### src/rtl/vram_pkg.sv
// Shared widths and FSM encoding for the VRAM line fetcher.
package vram_pkg;

  localparam int VRAM_WORD_AW = 15;
  localparam int VRAM_DATA_W  = 32;
  localparam int LINE_BUF_AW  = 8;
  localparam int IDX_W        = LINE_BUF_AW + 1;

  typedef enum logic {
    IDLE  = 1'b0,
    FETCH = 1'b1
  } fetch_state_e;

endpackage

### src/rtl/vram_line_fetch_if.sv
// VRAM read port plus line-buffer write port, bundled for the fetcher.
interface vram_line_fetch_if
  import vram_pkg::*;
();

  logic [VRAM_WORD_AW-1:0] vram_addr;
  logic                    vram_strobe;
  logic                    vram_ack;
  logic [VRAM_DATA_W-1:0]  vram_rddata;
  logic                    buf_wr;
  logic [LINE_BUF_AW-1:0]  buf_addr;
  logic [VRAM_DATA_W-1:0]  buf_wrdata;

  modport master (
    output vram_addr,
    output vram_strobe,
    input  vram_ack,
    input  vram_rddata,
    output buf_wr,
    output buf_addr,
    output buf_wrdata
  );

  modport slave (
    input  vram_addr,
    input  vram_strobe,
    output vram_ack,
    output vram_rddata,
    input  buf_wr,
    input  buf_addr,
    input  buf_wrdata
  );

endinterface

### src/rtl/vram_line_fetch.sv
// Fetches a run of VRAM words into the line buffer, re-requesting lost grants.
// Define VRAM_FETCH_ABORT_EN to add the abort input.
module vram_line_fetch
  import vram_pkg::*;
(
  input  logic                    clk,
  input  logic                    rst,
  input  logic                    start,
  input  logic [VRAM_WORD_AW-1:0] start_addr,
  input  logic [7:0]              word_cnt,
  output logic                    busy,
  output logic                    done,
`ifdef VRAM_FETCH_ABORT_EN
  input  logic                    abort,
`endif
  vram_line_fetch_if.master       bus
);

  fetch_state_e state, state_nxt;

  logic [VRAM_WORD_AW-1:0] base;
  logic [IDX_W-1:0]        cnt;
  logic [IDX_W-1:0]        req_idx;
  logic [IDX_W-1:0]        exp_idx;
  logic [IDX_W-1:0]        fl_idx;
  logic                    fl_vld;
  logic                    abort_i;
  logic                    fin;
  logic                    strobe;
  logic                    wr;
  logic                    fl_is_exp;

`ifdef VRAM_FETCH_ABORT_EN
  assign abort_i = abort;
`else
  assign abort_i = 1'b0;
`endif

  assign fin       = (exp_idx == cnt);
  assign fl_is_exp = fl_vld && (fl_idx == exp_idx);

  always_ff @(posedge clk or posedge rst) begin
    if (rst) state <= IDLE;
    else     state <= state_nxt;
  end

  always_comb begin
    state_nxt       = state;
    busy            = 1'b0;
    done            = 1'b0;
    strobe          = 1'b0;
    wr              = 1'b0;
    bus.vram_addr   = '0;
    bus.buf_addr    = '0;
    bus.buf_wrdata  = '0;
    unique case (state)
      IDLE: begin
        if (start) state_nxt = FETCH;
      end
      FETCH: begin
        bus.vram_addr = base + VRAM_WORD_AW'(req_idx);
        if (abort_i) begin
          busy      = 1'b1;
          state_nxt = IDLE;
        end else if (fin) begin
          done      = 1'b1;
          state_nxt = IDLE;
        end else begin
          busy   = 1'b1;
          strobe = (req_idx < cnt);
          wr     = fl_vld & bus.vram_ack;
        end
        if (wr) begin
          bus.buf_addr   = fl_idx[LINE_BUF_AW-1:0];
          bus.buf_wrdata = bus.vram_rddata;
        end
      end
      default: state_nxt = IDLE;
    endcase
  end

  assign bus.vram_strobe = strobe;
  assign bus.buf_wr      = wr;

  always_ff @(posedge clk or posedge rst) begin
    if (rst) begin
      base    <= '0;
      cnt     <= '0;
      req_idx <= '0;
      exp_idx <= '0;
      fl_idx  <= '0;
      fl_vld  <= 1'b0;
    end else begin
      fl_vld <= 1'b0;
      unique case (state)
        IDLE: begin
          if (start) begin
            base    <= start_addr;
            cnt     <= (word_cnt == 8'd0) ? 9'd256 : {1'b0, word_cnt};
            req_idx <= '0;
            exp_idx <= '0;
          end
        end
        FETCH: begin
          if (!abort_i && !fin) begin
            if (strobe) begin
              req_idx <= req_idx + 9'd1;
              fl_vld  <= 1'b1;
              fl_idx  <= req_idx;
            end
            if (fl_is_exp && bus.vram_ack)
              exp_idx <= exp_idx + 9'd1;
            // lost grant on the oldest missing word: rewind issue pointer
            if (fl_is_exp && !bus.vram_ack)
              req_idx <= exp_idx;
          end
        end
        default: ;
      endcase
    end
  end

endmodule

### src/flat_wrapper.sv
// flat-port wrapper written by rule: the top's interface ports become plain ports
module vram_line_fetch_flat import vram_pkg::*;
  (clk, rst, start, start_addr, word_cnt, busy, done, bus_vram_addr, bus_vram_strobe, bus_vram_ack, bus_vram_rddata, bus_buf_wr, bus_buf_addr, bus_buf_wrdata);
  vram_line_fetch_if bus_i ();
  input  logic clk;
  input  logic rst;
  input  logic start;
  input  logic [VRAM_WORD_AW-1:0] start_addr;
  input  logic [7:0] word_cnt;
  output logic busy;
  output logic done;
  output wire logic [$bits(bus_i.vram_addr)-1:0] bus_vram_addr;
  output wire logic [$bits(bus_i.vram_strobe)-1:0] bus_vram_strobe;
  input wire logic [$bits(bus_i.vram_ack)-1:0] bus_vram_ack;
  input wire logic [$bits(bus_i.vram_rddata)-1:0] bus_vram_rddata;
  output wire logic [$bits(bus_i.buf_wr)-1:0] bus_buf_wr;
  output wire logic [$bits(bus_i.buf_addr)-1:0] bus_buf_addr;
  output wire logic [$bits(bus_i.buf_wrdata)-1:0] bus_buf_wrdata;
  assign bus_vram_addr = bus_i.vram_addr;
  assign bus_vram_strobe = bus_i.vram_strobe;
  assign bus_i.vram_ack = bus_vram_ack;
  assign bus_i.vram_rddata = bus_vram_rddata;
  assign bus_buf_wr = bus_i.buf_wr;
  assign bus_buf_addr = bus_i.buf_addr;
  assign bus_buf_wrdata = bus_i.buf_wrdata;
  vram_line_fetch u_core (.clk(clk), .rst(rst), .start(start), .start_addr(start_addr), .word_cnt(word_cnt), .busy(busy), .done(done), .bus(bus_i));
endmodule
### config.mk
export PLATFORM = sky130hd
export DESIGN_NAME = vram_line_fetch_flat
export DESIGN_NICKNAME = d
export VERILOG_FILES = /design/src/rtl/vram_pkg.sv /design/src/rtl/vram_line_fetch_if.sv /design/src/rtl/vram_line_fetch.sv /design/src/flat_wrapper.sv
export SDC_FILE = /design/constraint.sdc
export NUM_CORES = 1
export LEC_CHECK = 0
export BUFFER_PORTS_ARGS = -buffer_cell sky130_fd_sc_hd__buf_2
export CAP_MARGIN = 30
export CORE_ASPECT_RATIO = 0.75
export CORE_MARGIN = 10
export CORE_UTILIZATION = 30
export CTS_CLUSTER_SIZE = 30
export DETAILED_ROUTE_END_ITERATION = 16
export SETUP_SLACK_MARGIN = 0.1
export SYNTH_ARGS = -nofsm -noshare
export SYNTH_HDL_FRONTEND = slang
export SYNTH_SLANG_ARGS = --single-unit
### constraint.sdc
create_clock -name clk -period 2.9 [get_ports clk]
set_input_delay 0.58 -clock clk [delete_from_list [all_inputs] [get_ports clk]]
set_output_delay 0.58 -clock clk [all_outputs]
set_load 0.1 [all_outputs]
Word-level counts from Yosys, hierarchy flattened
Cells that the tools add are included.
{ "classes": {"add_sub_neg": 3, "mul": 0, "div_mod_pow": 0, "order_cmp": 1, "n_eq_ne": 6, "shift": 0, "mux": 28, "bitwise_logic": 3, "reduce_logical": 9} }
{ "ops": {"columns": ["op", "count"], "rows": [
  ["$mux W32", 2],
  ["$mux W9", 7],
  ["$pmux W9 S2", 2],
  ["$add A9 B1 Y9 const B", 2],
  ["$eq A9 B9 Y1", 2],
  ["$mux W8", 2],
  ["$add A15 B9 Y15", 1],
  ["$mux W15", 1],
  ["$mux W1", 13],
  ["$lt A9 B9 Y1", 1],
  ["$reduce_and A3 Y1", 3],
  ["$logic_not A8 Y1", 1],
  ["$ne A2 B2 Y1 const B", 3],
  ["$logic_and A1 B1 Y1", 3],
  ["$ne A3 B3 Y1 const B", 1],
  ["$not A1 Y1", 2],
  ["$pmux W1 S2", 1],
  ["$reduce_and A2 Y1", 1],
  ["$and A1 B1 Y1", 1],
  ["$logic_not A1 Y1", 1]
]} }
{ "totals": {"register_bits": 53, "latchBits": 0, "ram_bits": 0, "romBits": 0, "in_bits": 59, "output_inout_bits": 59, "elab_cells": 57, "n_memories": 0} }

Logic depth before layout (Yosys ltp)
{ "depth": {"word_depth": 7, "depth_mapped": 10, "depth_no_buf": 8} }

Worst setup path after synthesis
OpenSTA, ideal clock, no wires.
{ "synth_timing": {"path_type": "reg2out", "startpoint": "register u_core.state", "endpoint": "output port done", "arrival_time_ns": 3.778, "required_time_ns": 2.320, "setup_slack_ns": -1.458, "stages_incl_launch_ff": 4, "n_path_buf": 1, "cell_sequence": "dfrtp_1 clkbuf_1 inv_1 nor4_1"} }
{ "synth_between": {"elab_chain_cells": 1} }
{ "synth_rtl": {"columns": ["item", "line_no", "source"], "rows": [
  ["start: declaration", "vram_line_fetch.sv:19", "fetch_state_e state, state_nxt;"],
  ["start signal: assignment", "vram_line_fetch.sv:44", "else state <= state_nxt;"],
  ["$mux W1", "vram_line_fetch.sv:56", "unique case (state)"],
  ["end: declaration", "flat_wrapper.sv:11", "output logic done;"]
]} }
No other way between the ends.

Worst setup path in the final report
{ "layout_timing": {"startpoint": "register u_core.base[0]", "endpoint": "output port bus_vram_addr[10]"} }
{ "layout_between": {"elab_chain_cells": 2} }
{ "layout_rtl": {"columns": ["item", "line_no", "source"], "rows": [
  ["start: declaration", "vram_line_fetch.sv:21", "logic [VRAM_WORD_AW-1:0] base;"],
  ["start signal: assignment", "vram_line_fetch.sv:98", "base <= start_addr;"],
  ["$add A15 B9 Y15", "vram_line_fetch.sv:61", "bus.vram_addr = base + VRAM_WORD_AW'(req_idx);"],
  ["$mux W15", "vram_line_fetch.sv:56", null],
  ["end: declaration", "flat_wrapper.sv:12", "output wire logic [$bits(bus_i.vram_addr)-1:0] bus_vram_addr;"]
]} }
No other way between the ends.

==> metrics.txt <==
# TYPE chip_impl_metric gauge
chip_impl_info{name="outcome",value="finished with violations"} 1
chip_impl_info{name="violations",value="setup timing"} 1
chip_impl_metric{name="post_synth_and_or_nand_nor_area_fraction",unit=""} 0.272
chip_impl_metric{name="multi_input_area",unit="um2"} 2470
chip_impl_metric{name="worst_pin_slew",unit="ns"} 0.893
chip_impl_metric{name="synth_xor_xnor_area_share",unit=""} 0.0783
chip_impl_metric{name="die_y",unit="um"} 116
chip_impl_info{name="cts_root_buffer",value="clkbuf_16"} 1
chip_impl_metric{name="drtAntennaViolNets",unit=""} 0
chip_impl_metric{name="via_per_inst",unit=""} 4.91
chip_impl_metric{name="synthAdderAreaFrac",unit=""} 0.0701
chip_impl_metric{name="final_layout_size_suffix_gt1_frac",unit=""} 0.420
chip_impl_metric{name="setup_viol",unit=""} 5
chip_impl_info{name="setup.worst_path.end_class",value="primary output"} 1
chip_impl_info{name="critPathLaunchType",value="flip-flop"} 1
chip_impl_metric{name="required",unit="ns"} 2.32
chip_impl_metric{name="totalWireLength",unit="um"} 12400
chip_impl_info{name="most_area_consuming_cells_after_synthesis",value="dfrtp_1, nand2_1, and2_1, ha_1, xnor2_1"} 1
chip_impl_metric{name="number_of_i_o_port_buffers",unit=""} 117
chip_impl_metric{name="hold_buffers",unit=""} 0
chip_impl_metric{name="first_pass_drt_iterations",unit=""} 5
chip_impl_metric{name="clk_pin_slew",unit="ns"} 0.07
chip_impl_metric{name="synthMuxAreaShare",unit=""} 0.0262
chip_impl_info{name="critical-path-slowest-cell",value="dfrtp_1"} 1
chip_impl_metric{name="finalHoldViolCount",unit=""} 0
chip_impl_metric{name="drt_iter0_drc",unit=""} 309
chip_impl_metric{name="finalCriticalPeriod",unit="ns"} 3.05
chip_impl_metric{name="fillCellCount",unit=""} 1152
chip_impl_metric{name="globalRouteTotalUtil",unit=""} 0.143
chip_impl_metric{name="synth-seq-cells",unit=""} 53
chip_impl_metric{name="first_global_vias",unit=""} 3583
chip_impl_metric{name="synth-compound-area-share",unit=""} 0.134
chip_impl_metric{name="synth.yosys.seq_area_share",unit=""} 0.361
chip_impl_metric{name="yosys.cell_types.count",unit=""} 49
chip_impl_info{name="crit_type",value="flip-flop to primary output"} 1
chip_impl_info{name="critical_path.cell_chain",value="ha_2 > fa_2 > a21o_1 > a21oi_2 > o21ai_2 > a31oi_4 > o21ai_2 > a21oi_4 > buf_12"} 1
chip_impl_metric{name="fmaxAchievable",unit="MHz"} 328
chip_impl_metric{name="period_share",unit=""} 1.05
chip_impl_metric{name="largest_net_degree_at_the_start_of_global_routing",unit=""} 54
chip_impl_metric{name="antenna_found_initial",unit=""} 0
chip_impl_metric{name="htreeDepth",unit=""} 2
chip_impl_info{name="critical_path.startpoint",value="u_core.base[0]"} 1
chip_impl_metric{name="detailroute.via_count",unit=""} 3617
chip_impl_metric{name="clk-insertion-delay-late",unit="ns"} 0.30
chip_impl_metric{name="post_synth_instance_area",unit="um2"} 3670
chip_impl_metric{name="cts.sinks",unit=""} 53
chip_impl_metric{name="timing.max_cap.violations",unit=""} 0
chip_impl_metric{name="yosys_warnings",unit=""} 0
chip_impl_info{name="synth.largest_area_cell",value="dfrtp_1"} 1
chip_impl_metric{name="report.final.slew_viol_count",unit=""} 0
chip_impl_metric{name="cts_inserted_buffers",unit=""} 5
chip_impl_metric{name="die_area",unit="um2"} 17100
chip_impl_metric{name="worst_slack",unit="ns"} -0.153
chip_impl_info{name="ys_dominant_reg_cell",value="dfrtp_1"} 1
chip_impl_metric{name="synth_edf_count",unit=""} 0
chip_impl_metric{name="arrival",unit="ns"} 2.47
chip_impl_info{name="cts_tree",value="built"} 1
chip_impl_metric{name="timing.reg2reg.worst_path_depth",unit=""} 7
chip_impl_metric{name="cpPeakStageDelay",unit="ns"} 0.39
chip_impl_metric{name="finClkSkew",unit="ns"} 0.00383
chip_impl_metric{name="floorplan.die.width",unit="um"} 148
chip_impl_info{name="regToRegStartpoint",value="u_core.exp_idx[0]"} 1
chip_impl_info{name="ys_top_cells_by_count",value="nand2_1, dfrtp_1, and2_1"} 1
chip_impl_metric{name="ios",unit=""} 118
chip_impl_metric{name="initial_utilization",unit=""} 0.312
chip_impl_metric{name="hpwlAfterDp",unit="um"} 9460
chip_impl_info{name="synth_top_family_by_area",value="simple AND/OR/NAND/NOR gates"} 1
chip_impl_metric{name="hold_ws",unit="ns"} 0.322
chip_impl_metric{name="synth.top_cell.area_share",unit=""} 0.361
chip_impl_metric{name="post_synth.cell_area_avg",unit="um2"} 8.47
chip_impl_metric{name="nNetsFinal",unit=""} 652
chip_impl_metric{name="floorplan.core_area",unit="um2"} 11800
chip_impl_metric{name="seqCellArea",unit="um2"} 1330
chip_impl_metric{name="ys_async_sr_fraction",unit=""} 1.00
chip_impl_metric{name="timing.reg2reg.setup_slack",unit="ns"} 0.49
chip_impl_metric{name="core.rowCount",unit=""} 34
chip_impl_metric{name="worst-path-max-fanout",unit=""} 6
chip_impl_metric{name="wl_cell",unit="um"} 16.9
chip_impl_metric{name="grt_first_pass_wirelength",unit="um"} 19800
chip_impl_metric{name="drt_drc_violations_left",unit=""} 0
chip_impl_metric{name="cts-root-to-sink-buffers",unit=""} 2
chip_impl_info{name="synth_most_common_cell",value="nand2_1"} 1
chip_impl_info{name="crit-reg2reg-capture",value="u_core.exp_idx[7]"} 1
chip_impl_info{name="rsz0062_at_grt",value="true"} 1
chip_impl_metric{name="gp_congestion",unit=""} 0.856
chip_impl_info{name="worst_path_most_repeated_cell",value="o21ai_2"} 1
chip_impl_metric{name="syn-num-nets",unit=""} 513
chip_impl_metric{name="synth_cells",unit=""} 434
chip_impl_metric{name="n_antenna_cell",unit=""} 0
chip_impl_metric{name="area_overhead_vs_synth",unit="%"} 48.9
chip_impl_metric{name="slew_headroom",unit=""} 0.402
chip_impl_info{name="hold_class",value="input port to async pin"} 1
chip_impl_metric{name="grt_remaining_overflow",unit=""} 0
## layout make-up
cell class                      count  share of cell area
Clock buffer                        7              0.0261
Clock inverter                      1             0.00549
Inverter                           24              0.0171
Multi-Input combinational cell    333               0.451
Sequential cell                    53               0.243
Tap cell                          162              0.0370
Timing Repair Buffer              156               0.220
## metal layers
layer | vias up | wire length (um) | global-route usage
met2 | 117 | 5680 | 0.225
met1 | 1735 | 5980 | 0.200
met5 | - | 0 | 0
met3 | 13 | 700 | 0.0323
met4 | 0 | 87 | 0.0191
li1 | 1752 | - | -
## how the worst max path moves through the flow
stage	to
after floorplan	bus_vram_addr[2]
after CTS	bus_vram_addr[14]
after detailed placement	bus_buf_wrdata[27]
final	bus_vram_addr[10]
after global placement	bus_buf_wrdata[29]
after global routing	bus_vram_addr[10]
## registers in the layout (all words and copies together), names as in the netlist
name            cells
u_core.base        15
u_core.cnt          9
u_core.exp_idx      9
u_core.fl_idx       9
u_core.req_idx      9
u_core.fl_vld       1
u_core.state        1
## placed cells by master (no fill, tap or decap), drive strengths merged, types with 6 or more instances in the layout
cell type,netlist,final
buf,9,124
a21oi,19,19
o21ai,25,25
and2,43,43
nor2,20,21
or3,6,6
nor4,11,11
nand3,14,14
inv,24,23
ha,19,19
clkbuf,16,39
nand2,78,78
dfrtp,53,53
xnor2,25,25
nor3,8,8
## per-stage QoR
step	area (um2)	TNS (ns)	utilization	worst slack (ns)	instances
final	5470	-0.576	0.464	-0.153	736
after global routing	5470	-1.35	0.464	-0.264	736
after CTS	5290	-0.584	0.449	-0.158	731
after detailed placement	4940	-1.28	0.419	-0.0718	717
after global placement	4940	0	0.419	0.102	717
after floorplan	3850	-0.700	-	-0.198	434
## what timing repair did
action	CTS	global route
resized for setup	24	47
gates cloned	1	0
setup endpoints to repair	50	52
buffers inserted	5	5
endpoints found under the hold margin	0	0
pin swaps	18	13
## kinds of logic (layout without fill, tap and decap cells)
group	after synthesis	in the layout
xor gates and xnor gates	29	29
DFF	53	53
AOI/OAI and AO/OA	77	77
muxes	9	9
adders and majority gates	20	20
and+or+nand+nor	197	198
buffers and inverters	49	188
## worst max-delay path, delay by kind of cell (launching register included)
family | cells | cell delay (ns)
compound gates | 6 | 1.04
flops | 1 | 0.39
buf+inv | 1 | 0.19
fa+ha+maj | 2 | 0.55
Power is not shown: default switching activity piles up to over one toggle a cycle in this logic, so the estimate is an artifact.
